<file path="config.mk">
export PLATFORM = sky130hd
export DESIGN_NAME = pueo_lowamp_envelope_trigger_v3_flat
export DESIGN_NICKNAME = d
export VERILOG_FILES = /design/src/rtl/pueo_lowamp_envelope_trigger_v3_pkg.sv /design/src/rtl/pueo_lowamp_envelope_trigger_v3_if.sv /design/src/rtl/pueo_lowamp_envelope_trigger_v3_holdoff.sv /design/src/rtl/pueo_lowamp_envelope_trigger_v3.sv /design/src/flat_wrapper.sv
export SDC_FILE = /design/constraint.sdc
export NUM_CORES = 1
export LEC_CHECK = 0
export CAP_MARGIN = 5
export CORE_AREA = 2 2 218 220
export CTS_CLUSTER_SIZE = 12
export DETAILED_ROUTE_END_ITERATION = 10
export DIE_AREA = 0 0 220 222
export DONT_BUFFER_PORTS = 1
export SKIP_CTS_REPAIR_TIMING = 1
export SLEW_MARGIN = 20
export SYNTH_ARGS = -nofsm -noshare
export SYNTH_HDL_FRONTEND = slang
export SYNTH_SLANG_ARGS = --single-unit
</file>
<file path="constraint.sdc">
create_clock -name clk_i -period 10 [get_ports clk_i]
set_input_delay 1 -clock clk_i [delete_from_list [all_inputs] [get_ports clk_i]]
set_output_delay 1 -clock clk_i [all_outputs]
set_load 0.01 [all_outputs]
</file>
<file path="src/rtl/pueo_lowamp_envelope_trigger_v3_pkg.sv">
// -----------------------------------------------------------------------------
// pueo_lowamp_pkg
// Shared definitions for the low-amplitude envelope trigger:
//   ENVBITS       - width of the saturated envelope and of each threshold
//   THRESH_RESET  - reset value of every threshold (can never be exceeded)
//   holdoff_state_t - per-channel holdoff FSM states
//   boxcar_k()    - boxcar depth in block sums; returns 0 for an illegal BOXLEN
// -----------------------------------------------------------------------------
package pueo_lowamp_pkg;

    localparam int unsigned        ENVBITS      = 18;
    localparam logic [ENVBITS-1:0] THRESH_RESET = 18'h3FFFF;

    typedef enum logic [1:0] {
        HO_IDLE = 2'd0,
        HO_FIRE = 2'd1,
        HO_HOLD = 2'd2
    } holdoff_state_t;

    // BOXLEN must be NSAMP*K with K in {1,2,4,8}; anything else yields 0.
    function automatic int unsigned boxcar_k(input int unsigned boxlen,
                                             input int unsigned nsamp);
        int unsigned k;
        k = 0;
        if ((nsamp != 0) && ((boxlen % nsamp) == 0)) begin
            k = boxlen / nsamp;
            if ((k != 1) && (k != 2) && (k != 4) && (k != 8)) begin
                k = 0;
            end
        end
        return k;
    endfunction

endpackage

</file>
<file path="src/rtl/pueo_lowamp_envelope_trigger_v3_if.sv">
// -----------------------------------------------------------------------------
// pueo_lowamp_envelope_trigger_v3_if
// Threshold programming bus.
//   thresh_dat    - 18-bit threshold write data
//   thresh_addr   - shadow register select, address 2b+t = beam b, threshold t
//   thresh_wr     - write thresh_dat into the addressed shadow register
//   thresh_update - copy every shadow register into its active register
// master: register-bus driver; slave: trigger block.
// -----------------------------------------------------------------------------
interface pueo_lowamp_envelope_trigger_v3_if #(
    parameter int unsigned NBEAMS = 2
) ();
    import pueo_lowamp_pkg::*;

    localparam int unsigned ADDRW = $clog2(2 * NBEAMS);

    logic [ENVBITS-1:0] thresh_dat;
    logic [ADDRW-1:0]   thresh_addr;
    logic               thresh_wr;
    logic               thresh_update;

    modport master (
        output thresh_dat,
        output thresh_addr,
        output thresh_wr,
        output thresh_update
    );

    modport slave (
        input thresh_dat,
        input thresh_addr,
        input thresh_wr,
        input thresh_update
    );

endinterface

</file>
<file path="src/rtl/pueo_lowamp_envelope_trigger_v3_holdoff.sv">
// -----------------------------------------------------------------------------
// lowamp_trig_holdoff
// One trigger channel: turns a compare result into single-clock pulses
// separated by a programmable holdoff.
//   i_clk, i_rst - clock, asynchronous active-high reset
//   i_hit        - envelope above threshold (already fill-qualified)
//   i_mask       - channel disabled: FSM to IDLE, output gated immediately
//   i_holdoff    - holdoff length in clocks, sampled when HOLD is entered
//   o_trig       - trigger pulse
// -----------------------------------------------------------------------------
module lowamp_trig_holdoff
    import pueo_lowamp_pkg::*;
#(
    parameter int unsigned HOLDBITS = 8
) (
    input  logic                i_clk,
    input  logic                i_rst,
    input  logic                i_hit,
    input  logic                i_mask,
    input  logic [HOLDBITS-1:0] i_holdoff,
    output logic                o_trig
);

    holdoff_state_t      r_state;
    holdoff_state_t      w_state_nxt;
    logic [HOLDBITS-1:0] r_cnt;
    logic [HOLDBITS-1:0] w_cnt_nxt;

    always_ff @(posedge i_clk or posedge i_rst) begin
        if (i_rst) begin
            r_state <= HO_IDLE;
            r_cnt   <= '0;
        end else begin
            r_state <= w_state_nxt;
            r_cnt   <= w_cnt_nxt;
        end
    end

    always_comb begin
        w_state_nxt = r_state;
        w_cnt_nxt   = r_cnt;
        if (i_mask) begin
            w_state_nxt = HO_IDLE;
            w_cnt_nxt   = '0;
        end else begin
            case (r_state)
                HO_IDLE: begin
                    if (i_hit) begin
                        w_state_nxt = HO_FIRE;
                    end
                end
                HO_FIRE: begin
                    if (i_holdoff == '0) begin
                        w_state_nxt = HO_IDLE;
                    end else begin
                        w_cnt_nxt   = i_holdoff;
                        w_state_nxt = HO_HOLD;
                    end
                end
                HO_HOLD: begin
                    // Hits are dropped here; the count ends on the clock it reads 1.
                    if (r_cnt <= HOLDBITS'(1)) begin
                        w_state_nxt = HO_IDLE;
                        w_cnt_nxt   = '0;
                    end else begin
                        w_cnt_nxt = r_cnt - HOLDBITS'(1);
                    end
                end
                default: begin
                    w_state_nxt = HO_IDLE;
                    w_cnt_nxt   = '0;
                end
            endcase
        end
    end

    // Mask gates the registered pulse combinationally so it drops at once.
    assign o_trig = (r_state == HO_FIRE) && !i_mask;

endmodule

</file>
<file path="src/rtl/pueo_lowamp_envelope_trigger_v3.sv">
// -----------------------------------------------------------------------------
// pueo_lowamp_envelope_trigger_v3
// Per-beam boxcar envelope of squared samples, compared against two
// double-buffered thresholds per beam, with holdoff-limited trigger pulses.
//   clk_i, rst_i  - clock, asynchronous active-high reset
//   square_i      - squared samples, beam b sample s at [(b*NSAMP+s)*SQBITS +: SQBITS]
//   thr_if        - threshold programming bus (slave)
//   holdoff_i     - holdoff length in clocks, shared by all channels
//   mask_i        - per-beam disable (1 = disabled)
//   envelope_o    - saturated envelope per beam, 18 bits each
//   trigger_o     - trigger pulses, bit 2b+t = beam b, threshold t
// Latency: square_i -> envelope_o 3 clocks, envelope_o -> trigger_o 1 clock.
// -----------------------------------------------------------------------------
module pueo_lowamp_envelope_trigger_v3
    import pueo_lowamp_pkg::*;
#(
    parameter int unsigned NBEAMS   = 2,
    parameter int unsigned NSAMP    = 4,
    parameter int unsigned SQBITS   = 14,
    parameter int unsigned BOXLEN   = 8,
    parameter int unsigned HOLDBITS = 8
) (
    input  logic                             clk_i,
    input  logic                             rst_i,
    input  logic [NBEAMS*NSAMP*SQBITS-1:0]   square_i,
    pueo_lowamp_envelope_trigger_v3_if.slave thr_if,
    input  logic [HOLDBITS-1:0]              holdoff_i,
    input  logic [NBEAMS-1:0]                mask_i,
    output logic [NBEAMS*ENVBITS-1:0]        envelope_o,
    output logic [2*NBEAMS-1:0]              trigger_o
);

    localparam int unsigned K     = boxcar_k(BOXLEN, NSAMP);
    localparam int unsigned NCH   = 2 * NBEAMS;
    localparam int unsigned BLKW  = SQBITS + $clog2(NSAMP);
    localparam int unsigned SUMW  = BLKW + $clog2(K);
    localparam int unsigned FILLW = $clog2(K + 3);
    localparam logic [FILLW-1:0] FILL_DONE = FILLW'(K + 2);

    if (K == 0) begin : g_bad_boxlen
        $error("BOXLEN must equal NSAMP*K with K in {1,2,4,8}");
    end
    if (SUMW > 32) begin : g_bad_width
        $error("boxcar sum wider than 32 bits");
    end

    logic [BLKW-1:0]    w_blk    [NBEAMS];
    logic [BLKW-1:0]    r_blk    [NBEAMS];
    logic [BLKW-1:0]    r_hist   [NBEAMS][K];
    logic [SUMW-1:0]    w_sum    [NBEAMS];
    logic [31:0]        w_wide   [NBEAMS];
    logic [ENVBITS-1:0] w_sat    [NBEAMS];
    logic [ENVBITS-1:0] r_env    [NBEAMS];
    logic [FILLW-1:0]   r_fill;
    logic [ENVBITS-1:0] r_shadow [NCH];
    logic [ENVBITS-1:0] r_active [NCH];
    logic [NCH-1:0]     w_hit;
    logic [NCH-1:0]     w_trig;

    // Stage 1: block sum of NSAMP squares per beam.
    always_comb begin
        for (int unsigned b = 0; b < NBEAMS; b++) begin
            w_blk[b] = '0;
            for (int unsigned s = 0; s < NSAMP; s++) begin
                w_blk[b] = w_blk[b] + BLKW'(square_i[(b*NSAMP+s)*SQBITS +: SQBITS]);
            end
        end
    end

    // Stage 2: history of the last K block sums.
    always_ff @(posedge clk_i or posedge rst_i) begin
        if (rst_i) begin
            for (int unsigned b = 0; b < NBEAMS; b++) begin
                r_blk[b] <= '0;
                for (int unsigned k = 0; k < K; k++) begin
                    r_hist[b][k] <= '0;
                end
            end
        end else begin
            for (int unsigned b = 0; b < NBEAMS; b++) begin
                r_blk[b]     <= w_blk[b];
                r_hist[b][0] <= r_blk[b];
                for (int unsigned k = 1; k < K; k++) begin
                    r_hist[b][k] <= r_hist[b][k-1];
                end
            end
        end
    end

    // Envelope sum and clamp to 18 bits unsigned.
    always_comb begin
        for (int unsigned b = 0; b < NBEAMS; b++) begin
            w_sum[b] = '0;
            for (int unsigned k = 0; k < K; k++) begin
                w_sum[b] = w_sum[b] + SUMW'(r_hist[b][k]);
            end
            w_wide[b] = 32'(w_sum[b]);
            w_sat[b]  = (w_wide[b] > 32'(THRESH_RESET)) ? THRESH_RESET
                                                        : w_wide[b][ENVBITS-1:0];
        end
    end

    // Stage 3: registered envelope.
    always_ff @(posedge clk_i or posedge rst_i) begin
        if (rst_i) begin
            for (int unsigned b = 0; b < NBEAMS; b++) begin
                r_env[b] <= '0;
            end
        end else begin
            for (int unsigned b = 0; b < NBEAMS; b++) begin
                r_env[b] <= w_sat[b];
            end
        end
    end

    always_comb begin
        envelope_o = '0;
        for (int unsigned b = 0; b < NBEAMS; b++) begin
            envelope_o[b*ENVBITS +: ENVBITS] = r_env[b];
        end
    end

    // Reaches K+2 on the first clock where r_env holds a fully populated window.
    always_ff @(posedge clk_i or posedge rst_i) begin
        if (rst_i) begin
            r_fill <= '0;
        end else if (r_fill != FILL_DONE) begin
            r_fill <= r_fill + FILLW'(1);
        end
    end

    // Double-buffered thresholds. Update copies the pre-write shadow value
    // when both strobes coincide, since both use non-blocking updates.
    always_ff @(posedge clk_i or posedge rst_i) begin
        if (rst_i) begin
            for (int unsigned c = 0; c < NCH; c++) begin
                r_shadow[c] <= THRESH_RESET;
                r_active[c] <= THRESH_RESET;
            end
        end else begin
            if (thr_if.thresh_update) begin
                for (int unsigned c = 0; c < NCH; c++) begin
                    r_active[c] <= r_shadow[c];
                end
            end
            if (thr_if.thresh_wr && (32'(thr_if.thresh_addr) < NCH)) begin
                r_shadow[thr_if.thresh_addr] <= thr_if.thresh_dat;
            end
        end
    end

    always_comb begin
        w_hit = '0;
        for (int unsigned c = 0; c < NCH; c++) begin
            w_hit[c] = (r_fill == FILL_DONE) && (r_env[c/2] > r_active[c]);
        end
    end

    for (genvar c = 0; c < NCH; c++) begin : g_ch
        lowamp_trig_holdoff #(
            .HOLDBITS(HOLDBITS)
        ) u_holdoff (
            .i_clk     (clk_i),
            .i_rst     (rst_i),
            .i_hit     (w_hit[c]),
            .i_mask    (mask_i[c/2]),
            .i_holdoff (holdoff_i),
            .o_trig    (w_trig[c])
        );
    end

    assign trigger_o = w_trig;

endmodule

</file>
<file path="src/flat_wrapper.sv">
// flat-port wrapper written by rule: the top's interface ports become plain ports
module pueo_lowamp_envelope_trigger_v3_flat import pueo_lowamp_pkg::*;
#(
    parameter int unsigned NBEAMS   = 2,
    parameter int unsigned NSAMP    = 4,
    parameter int unsigned SQBITS   = 14,
    parameter int unsigned BOXLEN   = 8,
    parameter int unsigned HOLDBITS = 8
)
  (clk_i, rst_i, square_i, holdoff_i, mask_i, envelope_o, trigger_o, thr_if_thresh_dat, thr_if_thresh_addr, thr_if_thresh_wr, thr_if_thresh_update);
  pueo_lowamp_envelope_trigger_v3_if #(.NBEAMS(NBEAMS)) thr_if_i ();
  input  logic clk_i;
  input  logic rst_i;
  input  logic [NBEAMS*NSAMP*SQBITS-1:0] square_i;
  input  logic [HOLDBITS-1:0] holdoff_i;
  input  logic [NBEAMS-1:0] mask_i;
  output logic [NBEAMS*ENVBITS-1:0] envelope_o;
  output logic [2*NBEAMS-1:0] trigger_o;
  input wire logic [$bits(thr_if_i.thresh_dat)-1:0] thr_if_thresh_dat;
  input wire logic [$bits(thr_if_i.thresh_addr)-1:0] thr_if_thresh_addr;
  input wire logic [$bits(thr_if_i.thresh_wr)-1:0] thr_if_thresh_wr;
  input wire logic [$bits(thr_if_i.thresh_update)-1:0] thr_if_thresh_update;
  assign thr_if_i.thresh_dat = thr_if_thresh_dat;
  assign thr_if_i.thresh_addr = thr_if_thresh_addr;
  assign thr_if_i.thresh_wr = thr_if_thresh_wr;
  assign thr_if_i.thresh_update = thr_if_thresh_update;
  pueo_lowamp_envelope_trigger_v3 #(.NBEAMS(NBEAMS), .NSAMP(NSAMP), .SQBITS(SQBITS), .BOXLEN(BOXLEN), .HOLDBITS(HOLDBITS)) u_core (.clk_i(clk_i), .rst_i(rst_i), .square_i(square_i), .thr_if(thr_if_i), .holdoff_i(holdoff_i), .mask_i(mask_i), .envelope_o(envelope_o), .trigger_o(trigger_o));
endmodule
</file>
=== Word-level counts from Yosys, hierarchy flattened ===
Cells that the tools add are included.

* Register bits after elaboration: 317
* Input port bits: 146
* Output and inout port bits: 40
* Word-level logic and storage cells: 132

* Add/subtract/negate cells: 13
* Magnitude comparators: 10
* Equality and inequality tests: 26
* Mux-type cells: 33
* Bitwise logic cells: 1
* Reductions and logical operators: 24

{| class="wikitable"
|+ Operator list
! kind !! count
|-
| one-hot mux 8 bit (3 select lines) || 4
|-
| bitwise mux 72 bit || 1
|-
| > comparator 17 x 18 -> 1 bit || 4
|-
| two-way mux 8 bit || 9
|-
| adder 16 x 14 -> 16 bit || 4
|-
| inequality test 3 bit (second input constant) || 13
|-
| demux 18 bit (select 2 bit) || 1
|-
| adder 16 x 16 -> 17 bit || 2
|-
| less-or-equal comparator 8 x 1 -> 1 bit (second input constant) || 4
|-
| subtractor 8 x 1 -> 8 bit (second input constant) || 4
|-
| adder 14 x 14 -> 15 bit || 2
|-
| two-way mux 2 bit || 13
|-
| one-hot mux 2 bit (3 select lines) || 4
|-
| two-way mux 18 bit || 1
|-
| AND reduction 2 bit || 8
|-
| logical AND 1 bit || 9
|-
| == test 2 x 1 -> 1 bit (second input constant) || 4
|-
| == test 2 bit (second input constant) || 4
|-
| zero test 2 bit || 4
|-
| zero test 8 bit || 1
|-
| inequality test 2 bit (second input constant) || 4
|-
| adder 3 x 1 -> 3 bit (second input constant) || 1
|-
| == test 3 bit (second input constant) || 1
|-
| greater-or-equal comparator 3 bit (second input constant) || 1
|-
| other kinds (3) || 4
|}

=== Depth between registers and ports, before layout ===
* Depth after elaboration: 6
* Mapped depth: 20
* Gate-level depth less buffers: 20

=== Cells and area by module ===
From an unflattened synthesis, not the netlist that was laid out.

* Cell total of the unflattened synthesis: 1689
* Area total of the unflattened synthesis: 18188.7 um^2

{| class="wikitable"
|+ By module, submodules not included
! module !! times used !! cells each !! area an instance (um^2) !! sequential area each (um^2)
|-
| pueo_lowamp_envelope_trigger_v3 || 1 || 1325 || 14865.5 || 7111.8
|-
| lowamp_trig_holdoff || 4 || 91 || 830.8 || 250.2
|}

=== Worst setup path after synthesis ===
No wires, ideal clock.

* Path kind: in2reg
* From: input port square_i[56]
* To: register u_core.r_blk[14] (netlist bit)
* Data arrival time: 4.391 ns
* Setup slack: 5.529 ns
* Stages on the path: 20
* Path buffers: 0
* Cells stage by stage: ha_1 inv_1 fa_1 nor2b_1 o21ai_0 a21boi_0 o21ai_0 nor2b_1 o21ai_0 xnor2_1 fa_1 inv_1 ha_1 and2_1 a221oi_1 nand2_1 a31oi_1 o31ai_1 a21oi_1 xnor2_1

{| class="wikitable"
|+ RTL lines
! item !! RTL line !! source
|-
| start: declaration || flat_wrapper.sv:14 || <nowiki>input logic [NBEAMS*NSAMP*SQBITS-1:0] square_i;</nowiki>
|-
| end signal: indexed assignment || pueo_lowamp_envelope_trigger_v3.sv:81 || <nowiki>r_blk[b] <= w_blk[b];</nowiki>
|-
| end: declaration || pueo_lowamp_envelope_trigger_v3.sv:48 || <nowiki>logic [BLKW-1:0] r_blk [NBEAMS];</nowiki>
|}

==> summary.md <==
| Metric | Value |
|---|---|
| Crit share post-route | 43.3% |
| Port bufs | 0 |
| Leading cell type in the layout, fill and taps excluded | inv_1 |
| CTS tree | done |
| Sequential element share of the synthesized area | 45.2% |
| Die area | 0.0488 mm^2 |
| Final hold slack | 0.343 ns |
| Clock slew at reported path FFs | 0.06 ns |
| Static Leakage | 0.00904 uW |
| GRT overflow | 0 |
| Max-slew headroom | 29.2% |
| Synth warnings | 0 |
| Initial antenna violation count | 0 |
| Vias/cell | 5.09 |
| Worst setup SP type | input pin |
| Antenna-violating nets left | 0 |
| Remaining DRCs | 0 |
| IO Count | 186 |
| Crit Path Class | in -> reg |
| Pre-antenna DRT Iters | 5 |
| Data arrival, critical path | 4.78 ns |
| Fillers | 4,481 |
| Synthesized area | 0.0179 mm^2 |
| Area Overhead vs Synth | 10.2% |
| Via count | 12,000 |
| PwrDens | 277 mW/mm^2 |
| Nets | 2,089 |
| F_max | 0.231 GHz |
| Maximum VDD drop | 0.000134 V |
| Detailed placement HPWL | 29,100 um |
| Sw Ratio | 36.0% |
| Clk buf depth | 3 |
| Max Slew Vio Count | 0 |
| Ant diodes | 0 |
| Max-cap viol count | 0 |
| Clock Skew | 0.00922 ns |
| Crit path capture type | flop |
| Final Hold Fails | 0 |
| Total CTS buffers | 36 |
| Layout cells sized above 1 | 17.2% |
| First DRT Iteration DRCs | 624 |
| Register bit total from synthesis | 317 |
| Worst slew pin tran | 1.06 ns |
| Clk sink count | 317 |
| Status | complete, no violations |
| Synth Instances | 1,725 |
| DRT Wirelength | 39,200 um |
| Switching Power | 1970 uW |
| Die W | 220 um |
| Largest net degree at the start of global routing | 181 |
| Row cnt | 79 |
| GRT Total Usage | 16.2% |
| Detailed-route wire length per cell | 16.6 um |
| Initial Utilization | 38.8% |
| Final setup violation count | 0 |
| Final TNS setup | 0 ns |
| P_int | 3500 uW |
| Comb power frac | 39.2% |
| Clock Power Share | 23.4% |
| Avg Synthesized Cell Area | 10.4 um^2 |
| Min-delay worst type | reg -> reg |
| Most used DFF post-synth | dfrtp_1 |
| EDFF count, synth | 0 |
| Crit-path max FO | 4 |
| Die height | 222 um |
| Global-route wire length before repair | 63,900 um |
| Synth cell types | 72 |
| Reg power frac | 37.4% |
| Final RePlAce weighted congestion | 0.853 |
| Core footprint | 0.0463 mm^2 |
| Async SR Flop Fraction | 100% |
| Clk_lat worst skew | 0.52 ns |
| CP required | 10.45 ns |
| Most frequent cells in the layout | inv_1, ha_1, dfrtp_1 |
| H-tree depth | 2 |
| Minimum clock period | 4.33 ns |
| Root Driver | clkbuf_16 |
| RSZ-0062 raised after global routing | false |
| Vias in the first global route | 12,300 |
stage by stage:
stage          power (uW)  cell area [um^2]  worst slack, ns  std cells  util [%]
5_1_grt              5950             19800             5.22       2365      42.7
6_report             5470             19800             5.67       2365      42.7
2_1_floorplan        3700             17900            0.467       1726         -
4_1_cts              5540             19700             5.65       2364      42.7
3_3_place_gp         4140             18600             5.16       2299      40.2
3_5_place_dp         4220             18600             5.12       2299      40.2
synthesized netlist by cell type (8+ instances only):
cell,number,area share [%]
o21a_1,19,0.79
o21ai_0,145,4.0
or2_2,12,0.42
clkbuf_1,26,0.54
nand4_1,13,0.45
nand2b_1,15,0.52
nand2_1,113,2.4
o2bb2ai_1,12,0.59
o22ai_1,9,0.31
nand3b_1,9,0.38
nor2_1,72,1.5
nand3_1,20,0.56
xnor2_1,47,2.3
nor2b_1,25,0.87
a31oi_1,12,0.42
or3_1,13,0.45
dfrtp_1,173,24
a21o_1,40,1.7
nor3_1,37,1.0
mux2_2,80,5.0
ha_1,178,12
a21oi_1,95,2.6
dfstp_2,144,21
o31ai_1,8,0.33
fa_1,34,3.8
inv_1,236,4.9
xor2_1,23,1.1
power groups by stage:
stage	clock [uW]	sequential, uW	combinational [uW]
2_1_floorplan	0	1960	1740
3_3_place_gp	0	2070	2070
3_5_place_dp	0	2080	2130
4_1_cts	1320	2060	2150
5_1_grt	1380	2100	2470
6_report	1280	2050	2140
critical path, stage by stage:
cell and delay (ns):
ha_1 0.18, inv_1 0.07, fa_1 0.39, nor2b_1 0.12, o21ai_0 0.10, a21boi_0 0.18
o21ai_0 0.16, nor2b_1 0.19, o21ai_0 0.19, xnor2_1 0.11, fa_1 0.48, inv_1 0.04
ha_1 0.33, and2_1 0.21, a221oi_1 0.32, nand2_1 0.08, a31oi_1 0.21, o31ai_1 0.09
a21oi_1 0.18, xnor2_1 0.13
flip-flops by register name (all words and copies together) (netlist names):
signal,count
u_core.r_hist,64
u_core.r_shadow,72
u_core.envelope_o,34
u_core.g_ch.u_holdoff.r_cnt,32
u_core.g_ch.u_holdoff.r_state,8
u_core.r_fill,3
u_core.r_active,72
u_core.r_blk,32
routing by layer:
| layer | vias to the layer above | part of all wire, % | routed length [um] | track usage (%) |
|---|---|---|---|---|
| met1 | 5807 | 44 | 17200 | 20.8 |
| met3 | 70 | 6.6 | 2580 | 4.61 |
| li1 | 5928 | - | - | - |
| met2 | 231 | 47 | 18400 | 26.7 |
| met4 | 0 | 2.4 | 938 | 4.72 |
| met5 | - | 0 | 0 | 0 |
path summary, 6_finish.rpt:
path | startpoint | endpoint | slack (ns) | depth (start not counted)
max | square_i[56] | u_core.r_blk[14]$_DFF_PP0_ | 5.67 | 20
min | u_core.r_blk[4]$_DFF_PP0_ | u_core.r_hist[20]$_DFF_PP0_ | 0.34 | 0
max reg2reg | u_core.r_hist[17]$_DFF_PP0_ | u_core.envelope_o[33]$_DFF_PP0_ | 7.31 | 8
min reg2reg | u_core.r_blk[4]$_DFF_PP0_ | u_core.r_hist[20]$_DFF_PP0_ | 0.34 | 0
max in group asynchronous | rst_i | u_core.envelope_o[6]$_DFF_PP0_ | 8.11 | 2
min in group asynchronous | rst_i | u_core.r_blk[14]$_DFF_PP0_ | 0.47 | 1
final cells by class:
cell class	instances	area [um^2]	area share, %
multi-input cells	1137	8800	44.5
flip-flops and latches	317	8110	41.0
clock buffers	59	1110	5.63
inverters	236	893	4.52
well taps	607	759	3.84
clock inverters	6	46.3	0.234
repair buffers	3	42.5	0.215
cell families (layout without fill, tap and decap cells):
family                     count (synthesis)  in the layout  synth area share (%)
AOI/OAI and AO/OA                        409            409                  14.2
and+or+nand+nor                          362            362                  9.93
DFF                                      317            317                  45.2
buffers and inverters                    272            304                  5.87
adders and majority gates                212            212                  16.2
muxes                                     82             82                  5.13
xor gates and xnor gates                  70             70                  3.42
other                                      1              2                0.0209
No activity file was read; power rests on OpenSTA's default activity.
